==> src/rtl/mem_arbiter.sv <==
// Byte-serial RAM port arbiter between instruction fetch and the MEM-stage load/store unit.
// MEM wins at grant; fetches may be flushed, MEM accesses always run to completion.
module mem_arbiter #(
  parameter int ADDR_W = 32
) (
  input  logic              clk,
  input  logic              rst,
  input  logic              rdy,
  input  logic              if_req_i,
  input  logic [ADDR_W-1:0] if_addr_i,
  input  logic              if_flush_i,
  output logic              if_done_o,
  output logic [31:0]       if_inst_o,
  input  logic              mem_req_i,
  input  logic              mem_we_i,
  input  logic [ADDR_W-1:0] mem_addr_i,
  input  logic [31:0]       mem_wdata_i,
  input  logic [2:0]        mem_len_i,
  input  logic              mem_signed_i,
  output logic              mem_done_o,
  output logic [31:0]       mem_rdata_o,
  input  logic [7:0]        ram_din_i,
  output logic [7:0]        ram_dout_o,
  output logic [ADDR_W-1:0] ram_a_o,
  output logic              ram_wr_o,
  output logic              stallreq_o
);

  typedef enum logic [1:0] {IDLE, IF_RD, MEM_RD, MEM_WR} state_e;

  state_e            state_q, state_d;
  logic [2:0]        cnt_q, cnt_d;
  logic [2:0]        len_q, len_d;
  logic [ADDR_W-1:0] base_q, base_d;
  logic [31:0]       wdata_q, wdata_d;
  logic              sgn_q, sgn_d;
  logic [3:0][7:0]   buf_q, buf_d;
  logic              if_done_q, if_done_d;
  logic              mem_done_q, mem_done_d;
  logic [31:0]       if_inst_q, if_inst_d;
  logic [31:0]       mem_rdata_q, mem_rdata_d;
  logic              wr_busy;
  logic [1:0]        cap_idx;
  logic [2:0]        mem_len_n;

  // Anything other than 1 or 2 bytes is treated as a full word.
  assign mem_len_n = (mem_len_i == 3'd1 || mem_len_i == 3'd2) ? mem_len_i : 3'd4;
  // RAM data lags its address by a cycle, so count N lands in byte N-1.
  assign cap_idx   = cnt_q[1:0] - 2'd1;

  always_comb begin
    // NOTE: every variable gets a default first, so no path can infer a latch.
    state_d     = state_q;
    cnt_d       = cnt_q;
    len_d       = len_q;
    base_d      = base_q;
    wdata_d     = wdata_q;
    sgn_d       = sgn_q;
    buf_d       = buf_q;
    if_inst_d   = if_inst_q;
    mem_rdata_d = mem_rdata_q;
    if_done_d   = 1'b0;
    mem_done_d  = 1'b0;
    ram_a_o     = '0;
    ram_dout_o  = '0;
    wr_busy     = 1'b0;

    case (state_q)
      IDLE: begin
        cnt_d = '0;
        // A done pulse means the requester has not yet dropped its request.
        if (!if_done_q && !mem_done_q) begin
          if (mem_req_i) begin
            state_d = mem_we_i ? MEM_WR : MEM_RD;
            base_d  = mem_addr_i;
            len_d   = mem_len_n;
            wdata_d = mem_wdata_i;
            sgn_d   = mem_signed_i;
          end else if (if_req_i && !if_flush_i) begin
            state_d = IF_RD;
            base_d  = if_addr_i;
            len_d   = 3'd4;
          end
        end
      end

      IF_RD, MEM_RD: begin
        if (cnt_q < len_q) ram_a_o = base_q + ADDR_W'(cnt_q);
        cnt_d = cnt_q + 3'd1;
        if (cnt_q != 3'd0) buf_d[cap_idx] = ram_din_i;
        if (state_q == IF_RD && if_flush_i) begin
          state_d = IDLE;
          cnt_d   = '0;
        end else if (cnt_q == len_q) begin
          state_d = IDLE;
          cnt_d   = '0;
          if (state_q == IF_RD) begin
            if_done_d = 1'b1;
            if_inst_d = buf_d;
          end else begin
            mem_done_d = 1'b1;
            case (len_q)
              3'd1:    mem_rdata_d = {{24{sgn_q & buf_d[0][7]}}, buf_d[0]};
              3'd2:    mem_rdata_d = {{16{sgn_q & buf_d[1][7]}}, buf_d[1], buf_d[0]};
              default: mem_rdata_d = buf_d;
            endcase
          end
        end
      end

      MEM_WR: begin
        ram_a_o    = base_q + ADDR_W'(cnt_q);
        ram_dout_o = wdata_q[{cnt_q[1:0], 3'b000} +: 8];
        wr_busy    = 1'b1;
        cnt_d      = cnt_q + 3'd1;
        if (cnt_q == len_q - 3'd1) begin
          state_d    = IDLE;
          cnt_d      = '0;
          mem_done_d = 1'b1;
        end
      end

      default: state_d = IDLE;
    endcase
  end

  always_ff @(posedge clk) begin
    // NOTE: sequential state uses non-blocking assignments only.
    if (!rst) begin
      state_q     <= IDLE;
      cnt_q       <= '0;
      len_q       <= '0;
      base_q      <= '0;
      wdata_q     <= '0;
      sgn_q       <= 1'b0;
      // NOTE: the byte buffer is four plain flops, not a RAM, so it is reset like the rest.
      buf_q       <= '0;
      if_done_q   <= 1'b0;
      mem_done_q  <= 1'b0;
      if_inst_q   <= '0;
      mem_rdata_q <= '0;
    end else if (rdy) begin
      state_q     <= state_d;
      cnt_q       <= cnt_d;
      len_q       <= len_d;
      base_q      <= base_d;
      wdata_q     <= wdata_d;
      sgn_q       <= sgn_d;
      buf_q       <= buf_d;
      if_done_q   <= if_done_d;
      mem_done_q  <= mem_done_d;
      if_inst_q   <= if_inst_d;
      mem_rdata_q <= mem_rdata_d;
    end
  end

  assign ram_wr_o    = wr_busy & rdy;
  assign if_done_o   = if_done_q;
  assign if_inst_o   = if_inst_q;
  assign mem_done_o  = mem_done_q;
  assign mem_rdata_o = mem_rdata_q;
  assign stallreq_o  = mem_req_i & ~mem_done_q;

endmodule
==> config.mk <==
export PLATFORM = sky130hd
export DESIGN_NAME = mem_arbiter
export DESIGN_NICKNAME = d
export VERILOG_FILES = /design/src/rtl/mem_arbiter.sv
export SDC_FILE = /design/constraint.sdc
export NUM_CORES = 1
export LEC_CHECK = 0
export ABC_AREA = 1
export CAP_MARGIN = 40
export CORE_ASPECT_RATIO = 1.2
export CORE_MARGIN = 1.5
export CORE_UTILIZATION = 35
export DETAILED_ROUTE_END_ITERATION = 12
export GPL_TIMING_DRIVEN = 0
export SLEW_MARGIN = 15
export SYNTH_ARGS = -nofsm -noshare
export SYNTH_HDL_FRONTEND = slang
export SYNTH_SLANG_ARGS = --single-unit
export TNS_END_PERCENT = 10
==> constraint.sdc <==
create_clock -name clk -period 3 [get_ports clk]
set_input_delay 0.6 -clock clk [delete_from_list [all_inputs] [get_ports clk]]
set_output_delay 0.6 -clock clk [all_outputs]
set_load 0.1 [all_outputs]
### Word level (Yosys, flattened, before mapping)

Index checks and enable logic that the tools add are counted.

| word-level totals | value |
|---|---|
| register bits after elaboration | 171 |
| input bits | 115 |
| output and inout port bits | 108 |
| logic and storage cells | 96 |

| cells by class | value |
|---|---|
| $add $sub $neg | 4 |
| magnitude comparators | 3 |
| equality and inequality tests | 13 |
| shifts and indexed selects | 1 |
| multiplexer cells | 36 |
| bitwise operators | 7 |
| reduce and logical (&&, ||, !) cells | 18 |

Operators with widths:

| operator | count |
|---|---|
| $mux 32 | 5 |
| $pmux 32 s2 | 2 |
| $add 32x3->32 | 1 |
| $bwmux 32 | 1 |
| $shiftx 32x6->8 | 1 |
| $mux 3 | 6 |
| $demux 8 s2 | 1 |
| $mux 8 | 2 |
| $reduce_and 5->1 | 3 |
| $mux 2 | 6 |
| $mux 1 | 10 |
| $pmux 3 s3 | 1 |
| $reduce_and 4->1 | 2 |
| $eq 3x1->1 const B | 2 |
| $eq 3x2->1 const B | 2 |
| $eq 3x3->1 | 2 |
| $ne 3x3->1 const B | 2 |
| $pmux 2 s3 | 1 |
| $and 1x1->1 | 4 |
| $eq 2x2->1 const B | 2 |
| $logic_and 1x1->1 | 4 |
| $ne 2x2->1 const B | 2 |
| $add 3x1->3 const B | 1 |
| $logic_not 1->1 | 3 |
| other kinds (14) | 16 |

### Logic depth before layout (Yosys ltp)

Gate-level depths: netlist (run 1).

| logic depth | value |
|---|---|
| depth in word-level cells | 10 |
| depth in mapped cells | 13 |

### Least setup slack after synthesis (run 1)

No wires, ideal clock.

| timing path | value |
|---|---|
| kind | reg-to-output |
| from | register cnt_q[0] |
| to | output port ram_a_o[4] |
| data arrival time | 3.843 ns |
| required time | 2.400 ns |
| path slack | -1.443 ns |
| cell stages (with the launch flop) | 11 |
| buffers on the path | 2 |
| path through | dfxtp_1 buf_2 clkinv_1 clkbuf_1 ha_1 inv_1 a21oi_1 o21ai_1 a21oi_2 inv_2 nor3b_1 |

| between the ends | value |
|---|---|
| word-level cells in the longest chain between the ends | 3 |

Ends and longest elaborated chain:

| item | line | source |
|---|---|---|
| start, declared | 32 | `logic [2:0] cnt_q, cnt_d;` |
| start signal, assigned | 144 | `cnt_q <= cnt_d;` |
| $add 32x3->32 / $lt 3x3->1 (equally long branches) | 88, 112 |  |
| $mux 32 | 88 | `if (cnt_q < len_q) ram_a_o = base_q + ADDR_W'(cnt_q);` |
| $pmux 32 s2 * | 68 | `case (state_q)` |
| end, declared | 24 | `output logic [ADDR_W-1:0] ram_a_o,` |

Every way passes the cells marked *; elsewhere a longest branch is shown, timed or not.

### Worst setup path in the final report (run 1)

| timing path | value |
|---|---|
| from | register cnt_q[0] |
| to | output port ram_a_o[12] |

Same word-level chain as after synthesis.

==> run metrics, run 1 <==
FFs w/ async S/R, synth=0%; crit path DAT=2.39 ns; Yosys top cell by area=dfxtp_1; share of the synthesized area in the top cell type=40.34%; post-DP HPWL=24280 um; final net count=1734; GRT Residual Overflow=0; die area=25200 sq um; clk buf depth=2; measured slew at the worst slew-check pin=0.6708 ns; CTS tree=built; clk sinks=171; #FFs+latches synth=171; Die Y=173.6 um; fin crit share=99.57%; initial antenna violation count=1; final std cells w/o fill=1932; WS Path Type=reg2out; Mapped Cells=1269; GPL Wtd Cong=0.8740; Worst-Skew Late Latency=0.44 ns; PwrDens=467.4 nW/um^2; Hold Path Class=reg2reg; CP endpoint kind=primary output; hold_ws=0.4577 ns; WL final=31840 um; Reg clk slew, reported paths=0.07 ns; I/O pin count=223; Cells after DPL=1918; H-tree depth=4; ratio of cells with drive above 1 in the final layout=17.32%; Post-synth top flop=dfxtp_1; register area=3437 sq um; post-synthesis cell area=8487 sq um; Initial Util=35.52%; RR Startpoint=cnt_q[0]$_SDFFE_PN0P_; Root Driver=clkbuf_16; gr usage total=25.23%; Setup TNS=0 ns; Fill cells=2201; endpoints failing hold=0; via count=9643; Post-synth EDFFs=0; WP data required=2.40 ns; CTS buffer count=17; syn avg cell area=6.688 sq um; RSZ-0062 raised after global routing=true; DRT Pass-1 Iters=5; status=finished clean; Remaining DRCs=0; Final Power=6.567 mW; first-pass GRT wire length=50600 um; synth top area cells=dfxtp_1 (40%), nand2_1 (11%), o21ai_0 (9.6%); pin count of the biggest net entering global routing=17; DRT antenna net count=0; Max Cap Viol=0; multi-input logic area=4624 sq um; detailed-route wire length per cell=16.48 um; unique cell type count in the Yosys netlist=39; synth warn=0; Std-Cell Rows=62; Lkg Pwr=5.840 nW; Worst VDD drop=0.0004081 V; most numerous cell in the Yosys netlist=nand2_1; Layout area overhead=65.55%; f_max=0.3348 GHz; 1st-iter DRT viols=548; CP startpoint=cnt_q[0]$_SDFFE_PN0P_; syn nets=1404; core region area=23890 sq um; Max FO, Critical Path=5; PortBufs=221; clk_skew=0.007081 ns; vias in the first global route=9462; Die X=145.2 um; post-DR vias/cell=4.991; Final min period=2.987 ns; min-delay src=wdata_q[22]$_SDFFE_PN0P_; setup violators final=0; Startpoint Class=flop; worst rel slew slack=55.28%; post-synthesis sequential area ratio=40.34%; max-slew violation count=0; Post-synth top cells=nand2_1 (256), dfxtp_1 (171), nor2_1 (165)
through the flow:
stage | cell area [sq um] | util, % | setup WS (ns)
6_report | 14050 | 58.80 | 0.01298
5_1_grt | 14050 | 58.79 | -0.08558
4_1_cts | 13920 | 58.25 | -0.009756
3_5_place_dp | 13140 | 54.99 | -0.8581
3_3_place_gp | 11270 | 47.16 | -1.263
2_1_floorplan | 8655 | - | -0.2282
logic make-up after synthesis:
kind of cell / synth area share [%]
AOI/OAI and AO/OA: 22.42
xor gates and xnor gates: 0.4129
adders and majority gates: 3.037
buffers and inverters: 10.19
DFF: 40.34
and+or+nand+nor: 23.60
state kept, by name (all words and copies together) (netlist names), 2 cells and up:
signal / flops
base_q: 32
len_q: 3
wdata_q: 32
if_inst_o: 32
buf_q: 32
mem_rdata_o: 32
cnt_q: 3
state_q: 2
report_power, final:
group / total [mW] / switching [mW] / internal [mW]
sequential: 2.59 / 0.131 / 2.46
combinational: 1.79 / 1.12 / 0.672
clock: 2.18 / 0.987 / 1.20
path summary, 6_finish.rpt:
| check | endpoint | slack, ns | depth (start not counted) |
|---|---|---|---|
| hold / removal | wdata_q[22]$_SDFFE_PN0P_ | 0.46 | 2 |
| setup reg to reg | mem_rdata_o[31]$_SDFFE_PN0P_ | 0.58 | 13 |
| setup / recovery | ram_a_o[12] | 0.01 | 11 |
| hold reg to reg | wdata_q[22]$_SDFFE_PN0P_ | 0.46 | 2 |
metal layers:
layer  global-route usage [%]  wire length (um)  vias to the layer above
met5                        0                 0                        -
met4                    8.673               866                        0
met3                    5.079              1894                       50
met2                    45.69             16140                      312
met1                    29.50             12940                     4485
li1                         -                 -                     4796
critical path, cell delays in order, from the launching register on:
cell,delay [ns]
dfxtp_4,0.37
ha_4,0.16
fa_2,0.39
nand3_2,0.09
nand2_2,0.08
nand2_4,0.11
inv_1,0.08
nand2_4,0.11
nor2_4,0.05
xor2_1,0.15
nor2_2,0.16
buf_12,0.20
layout make-up:
type | instances | share of cell area [%]
Antenna cell | 1 | 0.01781
Buffer | 68 | 2.538
Clock buffer | 20 | 3.251
Clock inverter | 11 | 0.7837
Inverter | 151 | 4.221
Multi-Input combinational cell | 879 | 32.91
Sequential cell | 171 | 24.46
Tap cell | 320 | 2.850
Timing Repair Buffer | 311 | 28.96
placed cells by master, fill, tap and decap left out, types with 9 or more instances in the layout:
cell,Yosys,routed
a21oi_1,145,135
a31oi_1,35,35
buf_12,0,33
buf_16,0,20
buf_2,19,15
buf_4,2,14
buf_8,0,60
clkbuf_1,36,35
clkbuf_16,0,19
clkdlybuf4s50_1,0,186
dfxtp_1,171,164
ha_1,19,15
inv_1,141,138
inv_2,7,9
nand2_1,256,247
nand3_1,38,37
nor2_1,165,142
nor2_2,0,14
nor2_4,2,11
o211ai_1,9,9
o21ai_0,163,154
timing repair:
action / CTS / global route
gates resized for setup: 104 / 36
cloned: 2 / 0
hold buffers: 0 / 0
pin swaps: 16 / 15
setup buffers: 12 / 1
endpoints found under the setup margin: 73 / 37
Power figures use the tool's default switching activity.
==> run 2, diff against run 1 <==
- TNS_END_PERCENT: 10 -> unset
==> run metrics, run 2 (synthesis gave the netlist of run 1 again) <==
status=finished with violations; failing checks=negative setup slack; setup violators final=4 (+4); commonest non-fill, non-tap cell in the layout=nand2_1; Die X=145.2 um (unchanged); gr usage total=24.66% (-0.57 points); RSZ-0062 raised after global routing=true; f_max=0.3304 GHz (-1.3%); Comb pwr share=27.6% (+0.3 points); PwrDens=459.5 nW/um^2 (-1.7%); Reg clk slew, reported paths=0.06 ns (about the same); final worst slack=-0.02646 ns (-0.03944 ns); detailed-route wire length per cell=16.27 um (-1.3%); Sw Share=34.39% (+0.31 points); min-delay src=wdata_q[0]$_SDFFE_PN0P_; clk buf depth=2 (unchanged); endpoints failing hold=0 (unchanged); post-DP HPWL=24260 um (about the same); WP data required=2.40 ns (about the same); Sw Pwr=2.222 mW (-0.73%); CP startpoint=cnt_q[0]$_SDFFE_PN0P_; Int Power=4.239 mW (-2.1%); Max Cap Viol=0 (unchanged); DRT Pass-1 Iters=5 (unchanged); Lkg Pwr=5.779 nW (-1.1%); placement-stage cell area=13210 sq um (+0.51%); Ant. Diodes=0 (-1); Worst-Skew Late Latency=0.44 ns (about the same); Reg power frac=40.1% (+0.6 points); CTS Hold Bufs=0 (unchanged); clock network fraction of total power=32.3% (-0.9 points); crit path DAT=2.43 ns (+0.04 ns); initial antenna violation count=0 (-1); Max FO, Critical Path=7 (+2); Hold Path Class=reg2reg; fin crit share=100.9% (+1.3 points); worst rel slew slack=58.99% (+3.7 points); core region area=23890 sq um (unchanged); measured slew at the worst slew-check pin=0.6151 ns (-0.05569 ns); post-DR vias/cell=4.945 (-0.92%); Layout area overhead=65.66% (about the same); WS Path Type=reg2out; GPL Wtd Cong=0.8613 (-1.5%); Slowest Stage Delay on Critical Path=0.36 ns (-0.03 ns); CP endpoint kind=primary output; ratio of cells with drive above 1 in the final layout=17.81% (+0.49 points); RR Startpoint=cnt_q[0]$_SDFFE_PN0P_; CP dominant cell by count=buf_6; Final min period=3.026 ns (+0.03944 ns); final instance area=14060 sq um (about the same); pin count of the biggest net entering global routing=17 (unchanged); clk_skew=0.01114 ns (+0.004061 ns); PortBufs=221 (unchanged); Std-Cell Rows=62 (unchanged); hold_ws=0.4587 ns (+0.0009420 ns); CTS tree=built; vias in the first global route=9500 (+0.40%); most frequent cells in the layout=nand2_1 (247), clkdlybuf4s50_1 (188), dfxtp_1 (166); Initial Util=35.52% (unchanged); Fill cells=2200 (-0.045%); Cell Chain, Critical Path=buf_8 > clkinv_8 > clkbuf_16 > ha_4 > inv_2 > a21oi_2 > o21ai_2 > a21oi_2 > buf_6 > buf_6 > buf_6 > o21ai_2 > a21oi_4 > clkbuf_16; GRT Residual Overflow=0 (unchanged); first-pass GRT wire length=49630 um (-1.9%); max-slew violation count=0 (unchanged); 1st-iter DRT viols=397 (-28%); I/O pin count=223 (unchanged); H-tree depth=4 (unchanged); Die Y=173.6 um (unchanged); die area=25200 sq um (unchanged); via count=9579 (-0.66%); final net count=1739 (+0.29%); Root Driver=clkbuf_16; WL final=31510 um (-1.0%); Remaining DRCs=0 (unchanged); slowest stage cell, crit path=dfxtp_4; Final Power=6.460 mW (-1.6%); Startpoint Class=flop; Worst VDD drop=0.0003768 V (-7.7%); clk sinks=171 (unchanged); DRT antenna net count=0 (unchanged); CTS buffer count=17 (unchanged)
## run 2: changes by cell type in the layout (fill, tap and decap cells not counted), sizes merged, moves of 2 or more
cell           previous run  this run
clkdlybuf4s50           186       188
buf                     151       156
clkinv                    7         5
clkinvlp                  2         6
dlymetal6s2s              2         0
## run 2: power by group through the flow
stage	combinational, mW	clock [mW]	sequential, mW
floorplan	0.645	0	3.00
global placement	1.50	0	2.63
detailed placement	1.75	0	2.64
CTS	1.78	2.12	2.59
global route	1.91	2.21	2.61
finish	1.79	2.09	2.59
## run 2: per-layer routing
| layer | global-route usage, % | wire, um |
|---|---|---|
| met5 | 0 | 0 |
| met4 | 10.84 | 1122 |
| met3 | 4.211 | 1408 |
| met2 | 45.18 | 16000 |
| met1 | 27.97 | 12990 |
## run 2: area by class of cell
cell class / count / area, sq um / area share (%)
Clock buffer: 21 / 460.4 / 3.275
Tap cell: 320 / 400.4 / 2.848
Sequential cell: 171 / 3437 / 24.45
Clock inverter: 11 / 85.08 / 0.6051
Buffer: 67 / 341.6 / 2.429
Multi-Input combinational cell: 879 / 4673 / 33.24
Timing Repair Buffer: 317 / 4061 / 28.89
Inverter: 151 / 600.6 / 4.272
## run 2: repair_timing
action                                  CTS  global route
gates resized for setup                 102            32
gates cloned                              1             0
endpoints found under the hold margin     0             0
pin swaps                                12             9
endpoints found under the setup margin   72            35
setup buffers                            16             5
## run 2: final timing paths
| path | cells after the start | slack [ns] | endpoint |
|---|---|---|---|
| max | 14 | -0.03 | ram_a_o[10] |
| max reg2reg | 12 | 0.57 | mem_rdata_o[8]$_SDFFE_PN0P_ |
| min reg2reg | 2 | 0.46 | wdata_q[0]$_SDFFE_PN0P_ |
| min | 2 | 0.46 | wdata_q[0]$_SDFFE_PN0P_ |
## run 2: critical path: cells and delay by family, from the launching register on
kind / cells / cell delay (ns)
buffers and inverters: 8 / 0.94
DFF: 1 / 0.36
AOI/OAI and AO/OA: 5 / 0.55
adders and majority gates: 1 / 0.12
## run 2: metrics by stage
| stage | setup TNS (ns) | instances | utilization, % | worst slack (ns) |
|---|---|---|---|---|
| 5_1_grt | -1.353 | 1937 | 58.84 | -0.1023 |
| 2_1_floorplan | -0.03866 | 1269 | - | -0.03866 |
| 4_1_cts | -0.4647 | 1934 | 58.43 | -0.05016 |
| 3_3_place_gp | -40.15 | 1810 | 47.65 | -1.253 |
| 6_report | -0.07312 | 1937 | 58.84 | -0.02646 |
| 3_5_place_dp | -25.62 | 1918 | 55.27 | -0.8611 |
